$ cat src/rtl/reg_wr_arb.sv
// Two-requester register-file write arbiter with a power-up clear sequence.
// Round-robin grant between A and B; granted writes are issued one cycle later.
module reg_wr_arb #(
  parameter int AW = 3,
  parameter int DW = 8
) (
  input  logic          clk,
  input  logic          rst_n,
  input  logic          a_req,
  input  logic [AW-1:0] a_addr,
  input  logic [DW-1:0] a_data,
  output logic          a_gnt,
  input  logic          b_req,
  input  logic [AW-1:0] b_addr,
  input  logic [DW-1:0] b_data,
  output logic          b_gnt,
  output logic          rf_wr_en,
  output logic [AW-1:0] rf_wr_addr,
  output logic [DW-1:0] rf_dat_in,
  output logic          init_busy,
  output logic [7:0]    conflict_cnt
);

  // state | meaning
  // INIT  | clearing every register to zero, one address per cycle; no grants
  // RUN   | arbitrating A/B write requests
  typedef enum logic {INIT, RUN} state_t;

  localparam logic [AW:0] DEPTH = {1'b1, {AW{1'b0}}};

  state_t      state;
  logic [AW:0] init_cnt;
  logic        prio_b;

  assign init_busy = (state == INIT);

  // prio_b set means A was granted most recently, so B wins a tie
  always_comb begin
    a_gnt = 1'b0;
    b_gnt = 1'b0;
    if (state == RUN) begin
      if (a_req && (!b_req || !prio_b)) a_gnt = 1'b1;
      else if (b_req)                   b_gnt = 1'b1;
    end
  end

  always_ff @(posedge clk or negedge rst_n) begin
    if (!rst_n) begin
      state        <= INIT;
      init_cnt     <= '0;
      prio_b       <= 1'b0;
      rf_wr_en     <= 1'b0;
      rf_wr_addr   <= '0;
      rf_dat_in    <= '0;
      conflict_cnt <= '0;
    end else if (state == INIT) begin
      // the extra count step keeps INIT (and init_busy) up while the last clear write is visible
      if (init_cnt == DEPTH) begin
        state    <= RUN;
        rf_wr_en <= 1'b0;
      end else begin
        rf_wr_en   <= 1'b1;
        rf_wr_addr <= init_cnt[AW-1:0];
        rf_dat_in  <= '0;
        init_cnt   <= init_cnt + 1'b1;
      end
    end else begin
      rf_wr_en <= a_gnt | b_gnt;
      if (a_gnt) begin
        rf_wr_addr <= a_addr;
        rf_dat_in  <= a_data;
        prio_b     <= 1'b1;
      end else if (b_gnt) begin
        rf_wr_addr <= b_addr;
        rf_dat_in  <= b_data;
        prio_b     <= 1'b0;
      end
      if (a_req && b_req && conflict_cnt != 8'hFF)
        conflict_cnt <= conflict_cnt + 8'd1;
    end
  end

endmodule

$ cat config.mk
export PLATFORM = sky130hd
export DESIGN_NAME = reg_wr_arb
export DESIGN_NICKNAME = d
export VERILOG_FILES = /design/src/rtl/reg_wr_arb.sv
export SDC_FILE = /design/constraint.sdc
export NUM_CORES = 1
export LEC_CHECK = 0
export CORE_MARGIN = 2
export CORE_UTILIZATION = 44
export DETAILED_ROUTE_END_ITERATION = 8
export PLACE_DENSITY = 0.9
export SYNTH_ARGS = -nofsm -noshare
export SYNTH_HDL_FRONTEND = slang
export SYNTH_SLANG_ARGS = --single-unit
$ cat constraint.sdc
create_clock -name clk -period 1.73 [get_ports clk]
set_input_delay 0.4325 -clock clk [delete_from_list [all_inputs] [get_ports clk]]
set_output_delay 0.4325 -clock clk [all_outputs]
set_load 0.005 [all_outputs]
Word-level counts from Yosys, hierarchy flattened
Cells that the tools add are included.
Widths: inputs -> output; s select.
{"block": "word_totals", "ff_bits": 26, "inputBits": 26, "output_inout_bits": 23, "word_cells": 46}
{"block": "op_classes", "n_addsub": 2, "n_eq_ne": 4, "mux": 19, "bitwise_logic": 3, "reduce_logical": 11}
{"op": "$mux 8", "n": 4}
{"op": "$mux 3", "n": 4}
{"op": "$mux 1", "n": 11}
{"op": "$add 8x1->8 const B", "n": 1}
{"op": "$ne 8x8->1 const B", "n": 1}
{"op": "$reduce_and 2->1", "n": 4}
{"op": "$add 4x1->4 const B", "n": 1}
{"op": "$eq 4x4->1 const B", "n": 1}
{"op": "$logic_and 1x1->1", "n": 3}
{"op": "$ne 3x3->1 const B", "n": 1}
{"op": "$logic_not 1->1", "n": 2}
{"op": "$ne 2x2->1 const B", "n": 1}
{"op": "$not 1->1", "n": 2}
{"op": "$reduce_bool 2->1", "n": 1}
{"op": "$logic_or 1x1->1", "n": 1}
{"op": "$or 1x1->1", "n": 1}

Logic depth before layout (Yosys ltp)
Gate-level depths: netlist (run 1).
{"block": "depth", "depth_word": 8, "ltp_mapped": 6, "depth_no_buf": 5}

Least setup slack after synthesis (run 1)
Ideal clock, no wire load.
{"block": "synth_timing", "kind": "register -> register", "start": "reg init_cnt[0]", "end": "reg rf_dat_in[0]", "setup_time_ns": 0.126, "arrival_time_ns": 1.390, "t_required_ns": 1.604, "setup_slack_ns": 0.214, "stages_incl_launch_ff": 7, "n_path_buf": 1, "synth_period_minus_slack_ns": 1.516, "path_cell_list": "dfrtp_1 inv_1 ha_1 nor4bb_2 buf_4 o21a_1 a221o_1"}
{"block": "synth_via", "elab_chain_cells": 3}
{"element": "from (decl)", "line_no": "32", "text": "logic [AW:0] init_cnt;"}
{"element": "from (signal assigned)", "line_no": "65", "text": "init_cnt <= init_cnt + 1'b1;"}
{"element": "$eq 4x4->1", "line_no": "58", "text": "if (init_cnt == DEPTH) begin"}
{"element": "$ne 2x2->1 (no source line)"}
{"element": "$reduce_and 2->1 (no source line)"}
{"element": "to (signal assigned)", "line_no": "71", "text": "rf_dat_in <= a_data;"}
{"element": "to (signal assigned)", "line_no": "75", "text": "rf_dat_in <= b_data;"}
{"element": "to (decl)", "line_no": "19", "text": "output logic [DW-1:0] rf_dat_in,"}
Every way passes these cells.
A chain may end at the register's enable or synchronous reset.

Worst setup path in the final report (run 1)
{"block": "layout_timing", "start": "reg conflict_cnt[0]", "end": "out conflict_cnt[0]"}
{"element": "from (decl)", "line_no": "21", "text": "output logic [7:0] conflict_cnt"}
{"element": "from (signal assigned)", "line_no": "79", "text": "conflict_cnt <= conflict_cnt + 8'd1;"}
No word-level cell between the ends.

==> impl_metrics.yaml, run 1 <==
drt:
  postRouteAntennaNets: 0
  vias: 1333
  wirelength_um: 3730
  dr.first_iter.drc_count: 65
  dr.pass1.iters: 4
  via_per_inst: 5.58
  routedWlPerCell_um: 15.6
  route.detailed.drc: 0
hold_path:
  hp-class: "in2async"
worst_setup_path:
  critPathMaxFanout: 3
  arrival_ns: 1.25
  cpPeakStageDelay_ns: 0.52
  critical_path_buf_inv_count: 1
  end_kind: "output port"
  critPathTopFamily: "buffers and inverters"
  r2r_end: "conflict_cnt[1]$_DFFE_PN0P_"
  critPathLaunch: "conflict_cnt[0]$_DFFE_PN0P_"
  critPathSlowestCell: "clkdlybuf4s50_1"
  timing.rr.start: "conflict_cnt[0]$_DFFE_PN0P_"
  crit_type: "reg2out"
  cp_data_required_time_ns: 1.30
  startpoint_type: "flop"
  critical_path.cell_chain: "clkdlybuf4s50_1"
  reg2reg_slack_ns: 0.07
  reg2regPathDepth: 5
clock_network:
  clock-root-buffer: "clkbuf_4"
  clock_path_buffers: 2
  insertion_delay_ns: 0.32
  clkSinkCount: 26
  cts_tree: "done"
  postCtsHoldBufs: 0
  ctsHtreeMaxLevel: 1
  path_clk_slew_ns: 0.14
  cts_buffers: 3
yosys:
  synth_area_leaders: "dfrtp_1, a221o_1, o21a_1"
  synth_ff_type: "dfrtp_1"
  yosys.area.top_type: "dfrtp_1"
  synth-edff-count: 0
  yosysWarningCount: 0
  synth.avg_cell_area_um2: 11.2
  syn_nets: 150
  synth_top_area_share_pct: 48.1
  synth.distinct_cells: 45
  synth_top_family_by_area: "compound AO/OA/AOI/OAI gates"
  synthArstFlopShare_pct: 100
  yosys.area_share.simple_pct: 15.9
  synth_fa_ha_area_share_pct: 2.77
  ys_ff_latch: 26
  synthesis.area_um2: 1350
  synthMuxAreaShare_pct: 4.34
  synth_xor_area_share_pct: 2.59
  synth_seq_area_share_pct: 48.1
  synth_compound_area_share_pct: 21.0
  netlist_instances: 121
place:
  globalplace.congestion: 0.800
  dp_hpwl_um: 2600
  numPlacedInstances: 217
  io_buffers: 48
sta:
  max_slew_margin_pct: 75.1
  setup_viol_count_final: 0
  timing.hold.ws_ns: 0.467
  min_period_ns: 1.69
  hold_viol_final: 0
  fin_crit_sh_pct: 97.5
  tightestPinTransition_ns: 0.371
  slew_violations: 0
  fmax_mhz: 593
  fin_worst_skew_ns: 0.00936
  rsz0062_at_grt: "true"
global_route:
  grt_pass1_vias: 1320
  grt_max_degree: 27
  grt_pass1_wl_um: 5780
  grt_overflow: 0
  grtUsageTotal_pct: 21.7
  antenna_found_initial: 0
die:
  die_h_um: 59.5
  rows: 20
  die_x_um: 59.5
  core_um2: 2980
  io_pins: 49
  dieArea_um2: 3540
  initial_utilization_pct: 45.5
flow_run:
  cap_violations: 0
finish:
  nets: 236
  layout.cells.non_filler: 239
  syn2layout_area_growth_pct: 61.5
  num_antenna_cells: 0
  layout-drive-gt1-share_pct: 27.7
status:
  outcome: "finished clean"
pwr:
  p_per_area_nw_per_um2: 948
  p_leak_uw: 0.000971
  peakVddDrop_v: 0.000667
-- Yosys cell counts, types with 2 or more instances --
cell type  number
o21a_1          8
a21oi_1         3
nand4_1         2
nor3_1          3
a221o_1         8
o31ai_1         2
xnor2_1         3
buf_4           4
o21ai_0         4
and2_1          2
dfrtp_1        26
nand2_1         6
ha_1            3
a221oi_1        2
nor2_1          3
inv_1           9
mux2_2          3
nand3_1         3
-- flip-flops by register name, summed over array words and instances (netlist names) --
signal / count
conflict_cnt: 8
init_cnt: 4
prio_b: 1
rf_dat_in: 8
rf_wr_addr: 3
rf_wr_en: 1
state: 1
-- cell usage in the layout (no fill, tap or decap), drive strengths merged, types with 4 or more instances in the layout --
master         count
dfrtp             26
a221o              8
nand2              6
o21ai              4
clkdlybuf4s50     43
o21a               8
buf               39
inv               10
mux2               4
nor2               5
clkbuf             4
-- cell families after synthesis --
kind of cell,after synthesis
buf+inv,15
flops,26
mux,5
fa+ha+maj,3
compound gates,36
simple gates,32
xor+xnor,4
-- where the power goes --
| group | switching (µW) | internal, µW |
|---|---|---|
| Sequential | 73.2 | 720 |
| Clock | 178 | 234 |
| Combinational | 337 | 530 |
| Total | 588 | 1480 |
-- worst max-delay path by stage --
stage,to,cells past startpoint
after CTS,conflict_cnt[0],1
after floorplan,rf_dat_in[0]$_DFFE_PN0P_,6
final,conflict_cnt[0],1
after global placement,a_gnt,4
after detailed placement,a_gnt,4
after global routing,b_gnt,4
-- what timing repair did --
action,4_1_cts,5_1_grt
setup buffers,12,6
gates resized for setup,12,4
pin swaps,1,1
setup endpoints to repair,20,7
-- layout make-up --
class	instances	area, µm²
fillers	220	792
repair buffers	86	761
flip-flops and latches	26	652
multi-input cells	80	639
well taps	33	41.3
inverters	10	40.0
clock inverters	1	30.0
clock buffers	3	22.5
-- through the flow --
| step | area [µm²] | power, µW | setup slack (ns) | util, % | TNS, ns |
|---|---|---|---|---|---|
| global route | 2190 | 2200 | -0.00466 | 73.4 | -0.00679 |
| finish | 2190 | 2070 | 0.0440 | 73.4 | 0 |
| global placement | 1990 | 1480 | -0.514 | 66.8 | -3.50 |
| floorplan | 1350 | 1110 | 0.214 | - | 0 |
| CTS | 2140 | 2020 | 0.00287 | 71.8 | 0 |
| detailed placement | 1990 | 1510 | -0.548 | 66.8 | -4.37 |
-- metal layers --
metal	part of all wire (%)	GRT usage [%]	vias to the layer above
met3	6.2	2.84	10
met5	0	0	-
met2	51	40.7	63
met1	40	24.4	639
li1	-	-	621
met4	2.0	8.44	0
Power figures use the tool's default switching activity.
==> inputs of run 2 (changes only) <==
Settings changed: CAP_MARGIN set to 20, CORE_MARGIN 2 to unset.
==> run 2 against run 1 <==
Net effect:
- the run now ends with design-rule violations, negative setup slack left
- clock skew is essentially flat
- wire length increased by 13%
- register-to-register slack about the same
- total power is 0.81% higher
- via count increased by 1.8%
==> impl_metrics.yaml, run 2 (synthesis gave the netlist of run 1 again) <==
finish:
  syn2layout_area_growth_pct: 60.7
  num_antenna_cells: 0
  layout-drive-gt1-share_pct: 27.7
  final_area_um2: 2180
  nets: 232
  reg_top3: "conflict_cnt: 8 flops, rf_dat_in: 8 flops, init_cnt: 4 flops"
  final_common_cell: "clkdlybuf4s50_1"
  layout.cells.non_filler: 233
  utilization_pct: 76.9
  layout_common_cells: "clkdlybuf4s50_1, buf_4, dfrtp_1"
pwr:
  p_per_area_nw_per_um2: 960
  p_leak_uw: 0.000954
  peakVddDrop_v: 0.000659
  p_total_uw: 2090
worst_setup_path:
  arrival_ns: 1.31
  critical_path_buf_inv_count: 3
  startpoint_type: "flop"
  cp_data_required_time_ns: 1.30
  crit_cells: 5
  critPathTopFamily: "flip-flops"
  critPathMaxFanout: 3
  end_kind: "output port"
  cpPeakStageDelay_ns: 0.44
  reg2regPathDepth: 6
  critical_path.cell_chain: "buf_6 -> buf_4 -> nand2_2 -> nor2_4 -> buf_6"
  critPathSlowestCell: "dfrtp_2"
  crit_top_cell: "buf_6"
  crit_type: "reg2out"
sta:
  hold_viol_final: 0
  rsz0062_at_grt: "true"
  setup_viol_count_final: 2
  max_slew_margin_pct: 75.7
  min_period_ns: 1.74
  fin_worst_skew_ns: 0.00962
  slew_violations: 0
  fmax_mhz: 574
  fin_tns_setup_ns: -0.0136
  fin_crit_sh_pct: 101
  setup_ws_ns: -0.0133
  tightestPinTransition_ns: 0.363
die:
  rows: 19
  die_h_um: 57.5
  io_pins: 49
  core_um2: 2830
  dieArea_um2: 3300
  die_x_um: 57.5
  initial_utilization_pct: 47.9
place:
  globalplace.congestion: 0.810
  dpl_cell_area_um2: 1960
  dp_hpwl_um: 2710
  numPlacedInstances: 211
  io_buffers: 48
global_route:
  grt_pass1_wl_um: 6680
  grt_overflow: 0
  grtUsageTotal_pct: 26.6
  grt_pass1_vias: 1440
  antenna_found_initial: 0
  grt_max_degree: 27
status:
  violations: "design-rule violations, negative setup slack"
  outcome: "finished with violations"
clock_network:
  insertion_delay_ns: 0.33
  cts_tree: "done"
  clkSinkCount: 26
  ctsHtreeMaxLevel: 1
  clock_path_buffers: 2
  cts_buffers: 3
  clock-root-buffer: "clkbuf_4"
  path_clk_slew_ns: 0.15
hold_path:
  hp-class: "in2async"
drt:
  vias: 1357
  routedWlPerCell_um: 18.1
  via_per_inst: 5.82
  route.detailed.drc: 6
  wirelength_um: 4210
  dr.first_iter.drc_count: 102
  postRouteAntennaNets: 0
  dr.pass1.iters: 6
flow_run:
  cap_violations: 0
run 2: where the power goes:
group,total (µW),internal (µW),leakage (µW),switching [µW]
sequential,792,720,0.000308,71.2
combinational,869,515,0.000618,353
clock,429,234,0.0000279,194
run 2: through the flow:
| stage | setup WS [ns] | hold WS, ns |
|---|---|---|
| after global placement | -0.468 | 0.492 |
| after global routing | -0.0373 | 0.477 |
| after floorplan | 0.214 | 0.137 |
| final | -0.0133 | 0.456 |
| after detailed placement | -0.494 | 0.527 |
| after CTS | 0.00832 | 0.468 |
run 2: routing by layer:
| metal | vias to the layer above | share of wire [%] | track usage, % |
|---|---|---|---|
| met2 | 72 | 52 | 48.8 |
| met5 | - | 0 | 0 |
| met4 | 0 | 1.4 | 9.06 |
| met1 | 665 | 38 | 30.3 |
| li1 | 612 | - | - |
| met3 | 8 | 8.5 | 5.90 |
run 2: cell type report:
class | instances | area (µm²)
Clock buffer | 3 | 22.5
Clock inverter | 1 | 30.0
Inverter | 10 | 40.0
Tap cell | 31 | 38.8
Sequential cell | 26 | 652
Fill cell | 182 | 653
Timing Repair Buffer | 82 | 732
Multi-Input combinational cell | 80 | 661
run 2: path summary, 6_finish.rpt:
check	from	endpoint	slack, ns
min reg2reg	rf_wr_addr[1]$_DFFE_PN0P_	rf_wr_addr[1]$_DFFE_PN0P_	0.56
min in group clk	rf_wr_addr[1]$_DFFE_PN0P_	rf_wr_addr[1]$_DFFE_PN0P_	0.56
min	rst_n	rf_dat_in[6]$_DFFE_PN0P_	0.46
max	state$_DFF_PN0_	b_gnt	-0.01
max in group asynchronous	rst_n	state$_DFF_PN0_	1.01
max reg2reg	state$_DFF_PN0_	rf_wr_addr[0]$_DFFE_PN0P_	0.08
run 2: what timing repair did:
| item | 4_1_cts | 5_1_grt |
|---|---|---|
| setup buffers | 14 | 4 |
| hold buffers | 0 | 0 |
| pin swaps | 1 | 0 |
| resized for setup | 17 | 4 |
| setup endpoints to repair | 21 | 8 |
